**src/rtl/fsm_input_stage.sv**
```systemverilog
// Input conditioning for FSM_COM: synchronizes and debounces the D/I/N buttons
// and produces the short/long timeout status from a restartable cycle counter.
module fsm_input_stage #(
  parameter int unsigned DB_CYCLES = 4,
  parameter int unsigned T0_CYCLES = 10,
  parameter int unsigned T1_CYCLES = 20,
  parameter int unsigned CW        = 8
) (
  input  logic       clk,
  input  logic       reset,
  input  logic       D_raw,
  input  logic       I_raw,
  input  logic       N_raw,
  input  logic       tmr_clr,
  output logic       D,
  output logic       I,
  output logic       N,
  output logic [1:0] T,
  output logic       act
);

  localparam int unsigned NCH = 3;
  localparam int unsigned DBW = (DB_CYCLES > 1) ? $clog2(DB_CYCLES) : 1;
  localparam logic [DBW-1:0] DB_LAST = DBW'(DB_CYCLES - 1);
  localparam logic [CW-1:0]  T0_VAL  = CW'(T0_CYCLES);
  localparam logic [CW-1:0]  T1_VAL  = CW'(T1_CYCLES);

  logic [NCH-1:0] raw;
  logic [NCH-1:0] s1;
  logic [NCH-1:0] s2;
  logic [NCH-1:0] level;
  logic [NCH-1:0] level_nxt;
  logic [DBW-1:0] cnt     [NCH];
  logic [DBW-1:0] cnt_nxt [NCH];
  logic           toggle;
  logic [CW-1:0]  tcnt;
  logic [CW-1:0]  tcnt_nxt;

  assign raw = {N_raw, I_raw, D_raw};

  // Per-channel debounce: accept s2 once it has differed for DB_CYCLES edges
  always_comb begin
    for (int ch = 0; ch < NCH; ch++) begin
      level_nxt[ch] = level[ch];
      cnt_nxt[ch]   = '0;
      if (s2[ch] != level[ch]) begin
        if (cnt[ch] == DB_LAST) begin
          level_nxt[ch] = s2[ch];
        end else begin
          cnt_nxt[ch] = cnt[ch] + DBW'(1);
        end
      end
    end
  end

  assign toggle = |(level_nxt ^ level);

  // Timeout counter: any clear source wins, otherwise count up and saturate
  always_comb begin
    tcnt_nxt = tcnt;
    if (tmr_clr || toggle) begin
      tcnt_nxt = '0;
    end else if (tcnt < T1_VAL) begin
      tcnt_nxt = tcnt + CW'(1);
    end
  end

  always_ff @(posedge clk or posedge reset) begin
    if (reset) begin
      s1    <= '0;
      s2    <= '0;
      level <= '0;
      for (int ch = 0; ch < NCH; ch++) cnt[ch] <= '0;
      tcnt  <= '0;
      T     <= 2'b00;
      act   <= 1'b0;
    end else begin
      s1    <= raw;
      s2    <= s1;
      level <= level_nxt;
      for (int ch = 0; ch < NCH; ch++) cnt[ch] <= cnt_nxt[ch];
      tcnt  <= tcnt_nxt;
      T     <= {(tcnt_nxt >= T1_VAL), (tcnt_nxt >= T0_VAL)};
      act   <= toggle;
    end
  end

  assign D = level[0];
  assign I = level[1];
  assign N = level[2];

endmodule

```
**config.mk**
```make
export PLATFORM = sky130hd
export DESIGN_NAME = fsm_input_stage
export DESIGN_NICKNAME = d
export VERILOG_FILES = /design/src/rtl/fsm_input_stage.sv
export SDC_FILE = /design/constraint.sdc
export NUM_CORES = 1
export LEC_CHECK = 0
export CORE_UTILIZATION = 53
export DETAILED_ROUTE_END_ITERATION = 12
export PLACE_DENSITY = 0.86
export SETUP_SLACK_MARGIN = 0.1
export SLEW_MARGIN = 15
export SYNTH_ARGS = -nofsm -noshare
export SYNTH_HDL_FRONTEND = slang
export SYNTH_SLANG_ARGS = --single-unit
```
**constraint.sdc**
```tcl
create_clock -name clk -period 2 [get_ports clk]
set_input_delay 0.5 -clock clk [delete_from_list [all_inputs] [get_ports clk]]
set_output_delay 0.5 -clock clk [all_outputs]
set_load 0.005 [all_outputs]
```
After elaboration in Yosys (flattened, before gate mapping)
Cells that the tools add are included.

Add/sub/neg operators: 4. Multipliers: 0. Divide/modulo/power cells: 0. $lt $le $gt $ge: 3. Eq/ne operators: 6. Shift-type cells: 0. Multiplexer cells: 14. Bitwise logic cells: 1. Reductions and logical operators: 2.

Operator list (count): two-way mux 8 bit (2); two-way mux 2 bit (6); adder 8 x 1 -> 8 bit (second input constant) (1); greater-or-equal comparator 8 x 4 -> 1 bit (second input constant) (1); greater-or-equal comparator 8 x 5 -> 1 bit (second input constant) (1); less-than comparator 8 x 5 -> 1 bit (second input constant) (1); adder 2 x 1 -> 2 bit (second input constant) (3); equality test 2 bit (second input constant) (3); two-way mux 1 bit (6); != test 1 bit (3); OR reduction 3 bit (1); XOR 3 bit (1); logical OR 1 bit (1).

Register bits: 26. Bits in latches: 0. Memory bits (writable): 0. Bits in read-only memories: 0. Bits of input ports: 6. Output and inout bits: 6. Word-level logic and storage cells: 39. Memories kept: 0.

Longest topological paths before layout
Word-level depth: 8. Gate-level depth with buffers: 5. Mapped depth without buffers: 5.

Worst setup path before layout
No wires, ideal clock.

Path kind: register to register. From: reg level[0]. To: reg tcnt[2]. Setup time: 80 ps. Arrival: 1308 ps. Data required time: 1920 ps. Path slack: 612 ps. Cell stages (with the launch flop): 6. Path buffers: 1. Cell sequence: dfrtp_1 > xor2_1 > a222oi_1 > nand2b_1 > buf_6 > nor3_2.

Cells in the longest elaborated chain, start to end: 6. Elaborated cells between the ends (all ways): 7. Classes of those cells: eq/ne (1); mux (3); bitwise (1); reduce/logical (2).

RTL lines: start, declared (line 31) `logic [NCH-1:0] level;`; start signal, assigned (line 80) `level <= level_nxt;`; two-way mux 1 bit / != test 1 bit (equally long branches) (line 47, 46); two-way mux 1 bit (line 46) `if (s2[ch] != level[ch]) begin`; XOR 3 bit * (line 56) `assign toggle = |(level_nxt ^ level);`; OR reduction 3 bit * (line 56); logical OR 1 bit * (line 61) `if (tmr_clr || toggle) begin`; two-way mux 8 bit * (line 61); named net tcnt_nxt[2] (line 37) `logic [CW-1:0] tcnt_nxt;`; end signal, assigned (line 82) `tcnt <= tcnt_nxt;`; end, declared (line 36) `logic [CW-1:0] tcnt;`.

Mark *: on every way through the listed nets, which the timed path passes. The rest lies on a longest branch.

Final worst setup path
From: reg level[1]. To: out I.

RTL lines: end, declared (line 16) `output logic I,`.

No word-level cell between the ends.

==> results.tsv <==
stage	metric	value	unit
global_routing	GRT Total Usage	16.4	%
logic_synthesis	Syn Inst Count	87	
floorplanning	die width	46.5	um
clock_tree	clock slew at reported path FFs	0.13	ns
setup_path	Crit-path slowest cell	clkdlybuf4s50_1	
global_routing	global route overflow	0	
min_path	hold_sp	s1[0]	
logic_synthesis	synthesized area per cell	12.1	um2
setup_path	crit-path max FO	3	
power_and_ir_drop	Pwr per Cell Area	1070	nW/um2
clock_tree	Post-CTS Setup Inserts	0	
clock_tree	H-tree levels	1	
floorplanning	Die ar.	2170	um2
finish	share of layout cells above drive strength 1	11.8	%
setup_path	CP Capture Type	output port	
floorplanning	Initial Util	58.9	%
timing	fin crit period	1.73	ns
setup_path	CP Cell Sequence	clkdlybuf4s50_1	
timing	Hold Vio Cnt, Final	0	
finish	antenna diode count	0	
status	outcome	completed	
logic_synthesis	Seq/Total Area, Yosys	61.9	%
timing	min setup slack post-route	0.266	ns
timing	setup TNS	0	ns
clock_tree	# hold bufs at CTS	0	
logic_synthesis	mapped cell area	1050	um2
timing	Worst Skew	0.00157	ns
clock_tree	Sinks on Clock Net	26	
routing	DRC Markers	0	
setup_path	crit path DAT	1.23	ns
setup_path	CP Class	reg -> out	
routing	Starting DRT DRC Count	11	
placed_design	port bufs	11	
routing	DR vias/cell	5.16	
clock_tree	Clk Latency, worst-skew pair	0.31	ns
floorplanning	Top-Level Pins	12	
routing	final antenna-violating net count	0	
setup_path	Buf/Inv on CP	1	
routing	drt wl/cell	12.3	um
timing	Rel. slew slack	73.8	%
timing	setup violation total in the final timing report	0	
global_routing	wire length of the first global-routing pass	2370	um
timing	Tcrit/Tclk final	86.7	%
global_routing	vias in the first global route	573	
setup_path	CP delay by family, top	buffers and inverters	
routing	drt total wl	1560	um
clock_tree	Max Root-Sink Buffers	2	
routing	first-pass detailed-route iteration total	4	
setup_path	Req. time, crit path	1.50	ns
timing	fmax	577	MHz
finish	nets	113	
placed_design	GPL Wtd Cong	0.736	
clock_tree	Clock Tree Root	clkbuf_4	
logic_synthesis	count of cell types in the netlist	27	
finish	Core Util, Final	68.9	%
setup_path	worst stage delay on the critical path	0.51	ns
routing	routed via count	655	
placed_design	DP HPWL	1120	um
clock_tree	CTS Buf Count	3	
power_and_ir_drop	maximum VDD drop	663	uV
global_routing	antenna violations before repair	0	
logic_synthesis	Synth Register Bits	26	
floorplanning	Std-Cell Rows	15	
setup_path	CP Launch Type	flip-flop	
clock_tree	post-cts resize count	0	
logic_synthesis	yosys warns	0	
global_routing	largest net degree at the start of global routing	27	
placed_design	pre-CTS setup slack	0.402	ns
floorplanning	core area	1780	um2
logic_synthesis	Synth Net Count	97	
floorplanning	Die H	46.5	um
timing	RSZ-0062 raised after global routing	no	
setup_path	FF-to-FF Start	cnt[4]	
timing	Slew Limit Fails	0	
finish	Area Overhead vs Synth	16.9	%
min_path	Worst Hold Class	reg -> reg	
timing	Slew @ Worst Pin	0.393	ns
run	max-cap violations	0	
setup_path	CP Launch Point	level[1]	
clock_tree	CTS tree	built	
power_and_ir_drop	leakage	0.574	nW
[worst reg2reg max path: cells and delay by family (launching register included)]
kind,cells,cell delay (ns)
compound gates,2,0.61
flops,1,0.41
simple gates,1,0.30
fa+ha+maj,1,0.24
[cells by family after synthesis]
logic type / share of synthesized area (%)
compound gates: 7.74
xor+xnor: 4.17
fa+ha+maj: 4.76
buf+inv: 3.57
flops: 61.9
mux: 3.21
simple gates: 14.6
[state kept, by name (all words and copies together), names as in the netlist]
name / count
T: 2
act: 1
s2: 3
tcnt: 8
level: 3
cnt: 6
s1: 3
[synth_stat cells]
| library cell | n | area share, % |
|---|---|---|
| xor2_1 | 4 | 3.3 |
| nor2b_1 | 1 | 0.60 |
| a41oi_1 | 1 | 0.83 |
| a21oi_1 | 2 | 0.95 |
| clkbuf_1 | 1 | 0.36 |
| a31oi_2 | 1 | 1.2 |
| inv_1 | 6 | 2.1 |
| ha_1 | 4 | 4.8 |
| nand3_1 | 2 | 0.95 |
| buf_6 | 1 | 1.1 |
| nand2b_1 | 2 | 1.2 |
| and2_2 | 1 | 0.71 |
| o21ai_0 | 5 | 2.4 |
| nor3_2 | 1 | 0.95 |
| and3_1 | 1 | 0.60 |
| nand2_1 | 5 | 1.8 |
| a222oi_1 | 1 | 0.95 |
| or3_1 | 1 | 0.60 |
| and2_1 | 2 | 1.2 |
| nor3b_1 | 3 | 2.1 |
| dfrtp_1 | 26 | 62 |
| nor3_1 | 3 | 1.4 |
| o311ai_0 | 1 | 0.83 |
| mux2_2 | 3 | 3.2 |
| a31oi_1 | 1 | 0.60 |
| xnor2_1 | 1 | 0.83 |
| nor2_1 | 7 | 2.5 |
[final cells by class]
cell class,count,area [um2]
Inverter,6,22.5
Sequential cell,26,651
Timing Repair Buffer,13,125
Multi-Input combinational cell,53,363
Clock buffer,4,36.3
Fill cell,122,554
Tap cell,25,31.3
[final timing paths]
| check | depth (start not counted) | end | slack (ns) |
|---|---|---|---|
| worst max-delay path | 1 | I | 0.27 |
| worst min-delay path | 0 | s2[0] | 0.37 |
| worst max register to register | 4 | T[1] | 0.37 |
| worst min register to register | 0 | s2[0] | 0.37 |
| max in group asynchronous | 3 | T[1] | 1.26 |
| min in group asynchronous | 3 | s1[2] | 0.50 |
[metrics by stage]
stage | cell area (um2) | hold slack, ns | total power [W] | cells
3_5_place_dp | 1190 | 0.343 | 0.00108 | 123
6_report | 1230 | 0.371 | 0.00132 | 127
2_1_floorplan | 1050 | 0.331 | 0.000935 | 87
4_1_cts | 1230 | 0.373 | 0.00133 | 127
3_3_place_gp | 1190 | 0.334 | 0.00105 | 123
5_1_grt | 1230 | 0.377 | 0.00140 | 127
[metal layers]
| metal | vias up | global-route usage (%) | part of all wire, % |
|---|---|---|---|
| li1 | 327 | - | - |
| met1 | 317 | 22.6 | 48 |
| met2 | 9 | 24.2 | 49 |
| met3 | 2 | 3.53 | 2.3 |
| met4 | 0 | 8.82 | 0.64 |
| met5 | - | 0 | 0 |
[layout by cell type (no fill, tap or decap), types with 4 or more instances in the layout]
master / synthesis / final
dfrtp_1: 26 / 26
clkdlybuf4s50_1: 0 / 11
nor2_1: 7 / 7
inv_1: 6 / 6
nand2_1: 5 / 5
o21ai_0: 5 / 5
xor2_1: 4 / 4
ha_1: 4 / 4
[where the power goes]
group	internal (W)	total (W)	switching, W	leakage [nW]
logic	0.000202	0.000352	0.000149	0.219
clock network	0.000111	0.000259	0.000147	0.0210
registers	0.000635	0.000710	0.0000746	0.334
total	0.000949	0.00132	0.000371	0.574
(Power assumes the default switching activity.)
